===== src/rtl/vga_pkg.sv =====
// Shared VGA timing constants and pixel formats for the line-buffer path.
// The drawer and the scanout use the same RGB565 pixel type; the scanout
// widens it to 8-bit-per-channel colour with rgb565_to_888.
package vga_pkg;

  localparam int H_ACTIVE = 1280;  // active clk cycles per line (2 clk per pixel)
  localparam int H_TOTAL  = 1600;  // clk cycles per line
  localparam int V_ACTIVE = 480;   // active lines per frame
  localparam int V_TOTAL  = 525;   // lines per frame

  typedef logic [15:0] rgb565_t;

  typedef struct packed {
    logic [7:0] r;
    logic [7:0] g;
    logic [7:0] b;
  } rgb888_t;

  // Bit replication: full-scale 5/6-bit values map to 8'hFF, zero maps to 0.
  function automatic rgb888_t rgb565_to_888(input rgb565_t p);
    rgb888_t c;
    c.r = {p[15:11], p[15:13]};
    c.g = {p[10:5], p[10:9]};
    c.b = {p[4:0], p[4:2]};
    return c;
  endfunction

endpackage


===== src/rtl/linebuffer_scanout.sv =====
// Display-side reader for the double-buffered pixel line buffer.
// Scans 640 RGB565 pixels per active line (2 clk per pixel), writes BG_COLOR
// behind each read so the buffer returns clean, pulses switch at SWAP_H when
// the drawer reports draw_done, and counts lines where the drawer was late.
//
// Ports:
//   clk, reset                 clock, synchronous active-high reset
//   hcount, vcount             VGA timing counters
//   draw_done                  drawer has finished the next line
//   switch, line_start         swap pulse and the drawer start pulse after it
//   *_pixel_display            display port of the pixel line buffer
//   *_tile_display             unused tile port, tied off
//   vga_r, vga_g, vga_b        pixel colour, 2 clk behind hcount
//   late_lines                 saturating count of missed swaps
//
// state | meaning
// SYNC  | after reset; idle until the next hcount==0 line boundary
// SCAN  | active part of a displayed line: read, then clear, each pixel
// BLANK | horizontal/vertical blank; swap decision at SWAP_H
module linebuffer_scanout
  import vga_pkg::*;
#(
  parameter int            SWAP_H   = 1590,
  parameter logic [15:0]   BG_COLOR = 16'h0000
) (
  input  logic         clk,
  input  logic         reset,
  input  logic [10:0]  hcount,
  input  logic [9:0]   vcount,
  input  logic         draw_done,
  output logic         switch,
  output logic         line_start,
  output logic [9:0]   address_pixel_display,
  output logic [15:0]  data_pixel_display,
  output logic         wren_pixel_display,
  input  logic [15:0]  q_pixel_display,
  output logic [5:0]   address_tile_display,
  output logic         wren_tile_display,
  output logic [255:0] data_tile_display,
  output logic [7:0]   vga_r,
  output logic [7:0]   vga_g,
  output logic [7:0]   vga_b,
  output logic [15:0]  late_lines
);

  typedef enum logic [1:0] {SYNC, SCAN, BLANK} state_t;

  localparam logic [10:0] H_ACT    = 11'(H_ACTIVE);
  localparam logic [10:0] H_ACT_M1 = 11'(H_ACTIVE - 1);
  localparam logic [10:0] H_LAST   = 11'(H_TOTAL - 1);
  localparam logic [10:0] H_SWAP   = 11'(SWAP_H);
  localparam logic [9:0]  V_ACT    = 10'(V_ACTIVE);
  localparam logic [9:0]  V_ACT_M1 = 10'(V_ACTIVE - 1);
  localparam logic [9:0]  V_LAST   = 10'(V_TOTAL - 1);

  state_t  state;
  rgb888_t pix_q;
  logic    scan_slot;
  logic    swap_slot;
  logic    next_active;

  // The RAM read port is registered, so the address has to be valid in the
  // very cycle named by hcount; it is decoded from state and hcount rather
  // than registered. SYNC already presents address 0 / wren 0 during the
  // hcount==0 cycle, which is exactly the first read of the line.
  assign scan_slot   = (state == SCAN) && (hcount < H_ACT) && !reset;
  assign swap_slot   = (state == BLANK) && (hcount == H_SWAP) && !reset;
  assign next_active = (vcount == V_LAST) || (vcount < V_ACT_M1);

  assign address_pixel_display = scan_slot ? hcount[10:1] : '0;
  assign wren_pixel_display    = scan_slot & hcount[0];
  assign data_pixel_display    = BG_COLOR;

  // Decoded so the pulse lands in the SWAP_H cycle itself.
  assign switch = swap_slot & draw_done;

  assign address_tile_display = '0;
  assign wren_tile_display    = 1'b0;
  assign data_tile_display    = '0;

  assign vga_r = pix_q.r;
  assign vga_g = pix_q.g;
  assign vga_b = pix_q.b;

  always_ff @(posedge clk) begin
    if (reset) begin
      state      <= SYNC;
      line_start <= 1'b0;
      pix_q      <= '0;
      late_lines <= '0;
    end else begin
      line_start <= switch;

      if (swap_slot && !draw_done && next_active && (late_lines != 16'hFFFF))
        late_lines <= late_lines + 16'd1;

      // Odd scan cycle carries the read of pixel hcount/2; hold it across the
      // following even cycle, clear once the last pixel's slot has passed.
      if ((state == SCAN) && (hcount < H_ACT) && hcount[0])
        pix_q <= rgb565_to_888(q_pixel_display);
      else if (!(!hcount[0] && (hcount <= H_ACT)))
        pix_q <= '0;

      case (state)
        SYNC: begin
          if (hcount == 11'd0)
            state <= (vcount < V_ACT) ? SCAN : BLANK;
        end
        SCAN: begin
          if (hcount >= H_ACT_M1)
            state <= BLANK;
        end
        BLANK: begin
          if ((hcount == H_LAST) && next_active)
            state <= SCAN;
        end
        default: state <= SYNC;
      endcase
    end
  end

endmodule


===== config.mk =====
export PLATFORM = sky130hd
export DESIGN_NAME = linebuffer_scanout
export DESIGN_NICKNAME = d
export VERILOG_FILES = /design/src/rtl/vga_pkg.sv /design/src/rtl/linebuffer_scanout.sv
export SDC_FILE = /design/constraint.sdc
export NUM_CORES = 1
export LEC_CHECK = 0
export ABC_CLOCK_PERIOD_IN_PS = 2800
export BUFFER_PORTS_ARGS = -buffer_cell sky130_fd_sc_hd__buf_4
export CORE_AREA = 2 2 144 146
export DETAILED_ROUTE_END_ITERATION = 16
export DIE_AREA = 0 0 146 148
export PLACE_DENSITY = 0.46
export SLEW_MARGIN = 30
export SYNTH_ARGS = -nofsm -noshare
export SYNTH_HDL_FRONTEND = slang
export SYNTH_SLANG_ARGS = --single-unit

===== constraint.sdc =====
create_clock -name clk -period 2.8 [get_ports clk]
set_input_delay 0.7 -clock clk [delete_from_list [all_inputs] [get_ports clk]]
set_output_delay 0.7 -clock clk [all_outputs]
set_load 0.05 [all_outputs]

======== After elaboration in Yosys (flattened, before gate mapping) ========
Index checks and enable logic that the tools add are counted.
operators by class
  $add $sub $neg .......................... 1
  magnitude comparators ................... 5
  eq/ne operators ......................... 10
  mux-type cells .......................... 8
  bitwise operators ....................... 2
  reduce and logical (&&, ||, !) cells .... 17
operators with widths
  cell                                                    count
  2-to-1 mux 24 bit                                       2
  == test 11 bit, second input constant                   2
  < comparator 10 x 9 -> 1 bit, second input constant     2
  adder 16 x 1 -> 16 bit, second input constant           1
  != test 16 bit, second input constant                   1
  >= comparator 11 bit, second input constant             1
  less-or-equal comparator 11 bit, second input constant  1
  zero test 11 bit                                        1
  < comparator 11 bit, second input constant              1
  == test 10 bit, second input constant                   1
  logical AND 1 bit                                       10
  2-to-1 mux 10 bit                                       1
  2-to-1 mux 2 bit                                        4
  case mux 2 bit (3 select lines)                         1
  != test 2 x 1 -> 1 bit, second input constant           2
  != test 2 bit, second input constant                    2
  zero test 1 bit                                         3
  AND reduction 3 bit                                     1
  bitwise AND 1 bit                                       2
  == test 2 x 1 -> 1 bit, second input constant           1
  == test 2 bit, second input constant                    1
  zero test 2 bit                                         1
  logical OR 1 bit                                        1
storage, ports and cells
  flip-flop bits (word level) ............. 43
  input bits .............................. 40
  output and inout port bits .............. 332
  word-level logic and storage cells ...... 49

======== Longest topological paths before layout ========
  depth after elaboration ................. 6
  gate-level depth with buffers ........... 7
  gate-level depth less buffers ........... 6

======== Worst setup path after synthesis ========
Ideal clock, no wire load.
  kind .................................... input to output
  start ................................... input reset
  end ..................................... output switch
  arrival time ............................ 2487 ps
  data required time ...................... 2100 ps
  slack ................................... -387 ps
  cell stages on the path ................. 4
  path buffers ............................ 1
  cells stage by stage .................... clkbuf_1 or3b_2 or4_1 nor2_1
on the way
  cells in the longest elaborated chain, start to end .. 3
ends and longest elaborated chain
  item               RTL line                  RTL
  from (decl)        linebuffer_scanout.sv:27  input logic reset,
  zero test 1 bit    linebuffer_scanout.sv:67  assign swap_slot = (state == BLANK) && (hcount == H_SWAP) && !reset;
  logical AND 1 bit  linebuffer_scanout.sv:67
  bitwise AND 1 bit  linebuffer_scanout.sv:75  assign switch = swap_slot & draw_done;
  to (decl)          linebuffer_scanout.sv:31  output logic switch,
No other way between the ends.

======== Final worst setup path ========
Same ends and word-level chain as after synthesis.

==> qor.csv <==
stage,metric,value,unit
finish,layout cells sized above 1,0.221,
setup_path,Worst Path Required,2.10,ns
finish,Area Growth Syn to Fin,5.80,%
finish,Fill cells,2296,
job,total of max-cap violations,0,
synthesis,most common cell in the synthesized netlist,buf_4,
clock_tree,CTS tree,built,
setup_path,CP endpoint kind,primary output,
floorplan,Initial Util,0.196,
setup_path,worst-path fanout max,3,
synthesis,Post-Syn Area,0.00393,mm²
global_route,first-pass GRT wire length,11.1,mm
sta,period utilisation layout,0.984,
power,internal power,995,µW
run_status,status,finished clean,
synthesis,prevailing post-synth register cell,dfxtp_1,
clock_tree,CTS max path bufs,2,
clock_tree,clock transition at the registers of the reported paths,0.06,ns
synthesis,post-synthesis register bit count,35,
setup_path,kind of critical path,in2out,
synthesis,number of library cell types mapped by synthesis,47,
routing,DR vias,2621,
setup_path,Setup crit start kind,input pin,
clock_tree,H-tree Lvls,2,
floorplan,die height,148,µm
routing,drt pass-1 iters,4,
clock_tree,Sink Count,35,
placed_design,PortBufs,92,
global_route,vias in the first global route,2029,
routing,DR WL/cell,9.54,µm
setup_path,Crit path largest cell delay,0.57,ns
power,Max rail drop VDD,185,µV
floorplan,overall die width,146,µm
power,Reg power frac,0.239,
routing,routed wire length,8.14,mm
global_route,Overall Global Routing Usage,0.0663,
synthesis,post-synth top area share,0.548,
sta,RSZ-0062 raised after global routing,false,
synthesis,Post-synth EDFFs,0,
synthesis,post-synthesis sequential area ratio,0.178,
power,clock power share,0.323,
synthesis,synth top area cells,"buf_4 55%, dfxtp_1 18%, a22o_1 3.6%",
clock_tree,Clock Tree Root,clkbuf_16,
routing,post-DR vias/cell,3.07,
floorplan,# IOs,372,
sta,Worst Tran Pin Value,0.507,ns
setup_path,Worst R2R Setup Slack,0.49,ns
sta,Final Hold Slack,0.475,ns
setup_path,Arrival @ worst endpoint,2.06,ns
sta,Peak Freq,0.363,GHz
global_route,gr ovfl total,0,
synthesis,Gate Count Post-Synth,486,
sta,setup TNS,0,ns
finish,number of diodes,0,
synthesis,Post-synth top cells,"287 x buf_4, 35 x dfxtp_1, 16 x a22o_1",
clock_tree,post-CTS sizing,4,
clock_tree,hold_buf cts,0,
global_route,largest net degree at the start of global routing,26,
floorplan,Cell Rows,52,
floorplan,core area,0.0200,mm²
sta,final hold vios,0,
floorplan,Die ar.,0.0216,mm²
power,Switching Share,0.522,
synthesis,syn_area_per_cell,8.08,µm²
power,PD cells,502,mW/mm²
sta,"Slew Viols, Final",0,
routing,# DRC,0,
synthesis,Yosys top cell by area,buf_4,
clock_tree,postcts setup bufs,0,
setup_path,Crit-path slowest cell,or4_4,
power,proportion of power drawn by combinational gates,0.438,
setup_path,worst-path cell chain,buf_4 -> or3b_4 -> or4_4 -> nor2_4 -> buf_8,
routing,DRC violation total after the first TritonRoute iteration,35,
min_path,Worst Hold Class,reg2reg,
finish,nets,624,
sta,relative slew slack,0.659,
synthesis,YS warnings,0,
synthesis,async set or reset register ratio after synthesis,0,
power,leakage,0.00215,µW
power,Psw,1090,µW
global_route,antenna violations before repair,0,
clock_tree,number of CTS-inserted buffers,5,
clock_tree,worst skew pair latency,0.28,ns
placed_design,hpwl dp,6.70,mm
sta,Final setup viols,0,
sta,fin crit period,2.76,ns
sta,Max Clock Skew,0.00595,ns
routing,ANT nets after route,0,
placed_design,GPL Wtd Cong,0.686,
-- layout by cell type, fill, tap and decap left out, drive strengths merged, types with 2 or more instances in the layout --
master	netlist	final
nand2	8	8
and2	11	11
or3	2	2
nand4b	3	3
nor2	15	15
a211oi	2	2
nor4	9	9
or4	8	8
nor4b	2	2
o21ai	3	3
nand3b	2	2
nand4	5	5
nor3	5	5
nand3	4	4
clkbuf	10	6
a22o	16	16
o211ai	2	2
mux2	6	6
o31ai	6	6
or2	2	2
a21oi	12	12
dfxtp	35	35
a41oi	2	2
buf	289	111
nor3b	2	2
inv	6	6
nor2b	4	4
and3	3	3
conb	1	279
-- metal layers --
layer  share of wire  routed length (µm)  vias to the layer above  global-route usage
met4           0.010                  85                        0              0.0214
li1                -                   -                     1249                   -
met1            0.38                3130                     1190              0.0772
met5               0                   0                        -                   0
met3           0.089                 728                        7              0.0219
met2            0.52                4200                      175               0.115
-- through the flow --
step | std cells | total power, µW | cell area, µm² | util | worst slack, ns
final | 854 | 2080 | 4160 | 0.207 | 0.0448
after floorplan | 764 | 1650 | 4980 | - | -0.0516
after detailed placement | 846 | 1420 | 3970 | 0.198 | -0.150
after global placement | 846 | 1410 | 3970 | 0.198 | -0.137
after global routing | 854 | 2160 | 4160 | 0.207 | 0.00909
after CTS | 854 | 2110 | 4160 | 0.207 | 0.0274
-- sequential cells by signal, indices dropped and copies added (netlist names) --
signal and count:
state 2, vga_g 6, vga_b 5, vga_r 5
late_lines 16, line_start 1
-- final timing paths --
kind,cells after the start,end,start
setup / recovery,5,switch,reset
hold / removal,1,vga_r[4]$_SDFFE_PP0P_,vga_r[4]$_SDFFE_PP0P_
setup reg to reg,7,late_lines[4]$_SDFFE_PP0P_,state[1]$_SDFFE_PP0P_
hold reg to reg,1,vga_r[4]$_SDFFE_PP0P_,vga_r[4]$_SDFFE_PP0P_
-- power groups by stage --
stage	clock (µW)	sequential [µW]	combinational (µW)
detailed placement	0	509	906
finish	673	498	914
global placement	0	509	906
CTS	707	498	906
global route	725	498	941
floorplan	0	509	1140
-- cell type report --
cell class / instances / area, µm² / area share
inverters: 6 / 22.5 / 0.00542
multi-input cells: 424 / 2060 / 0.495
well taps: 270 / 338 / 0.0813
clock buffers: 6 / 139 / 0.0334
repair buffers: 111 / 866 / 0.208
clock inverters: 2 / 35.0 / 0.00843
flip-flops and latches: 35 / 701 / 0.169
-- kinds of logic (layout without fill, tap and decap cells) --
logic type / Yosys count / after routing / synth area share
other cells: 1 / 279 / 0.000954
buf+inv: 305 / 125 / 0.568
simple gates: 87 / 87 / 0.135
mux: 6 / 6 / 0.0172
fa+ha+maj: 1 / 1 / 0.00318
compound gates: 51 / 51 / 0.0978
flops: 35 / 35 / 0.178
-- critical path, delay by kind of cell --
kind	cells	cell delay, ns
buf+inv	2	0.27
simple gates	3	1.08
No activity file was read; power rests on OpenSTA's default activity.
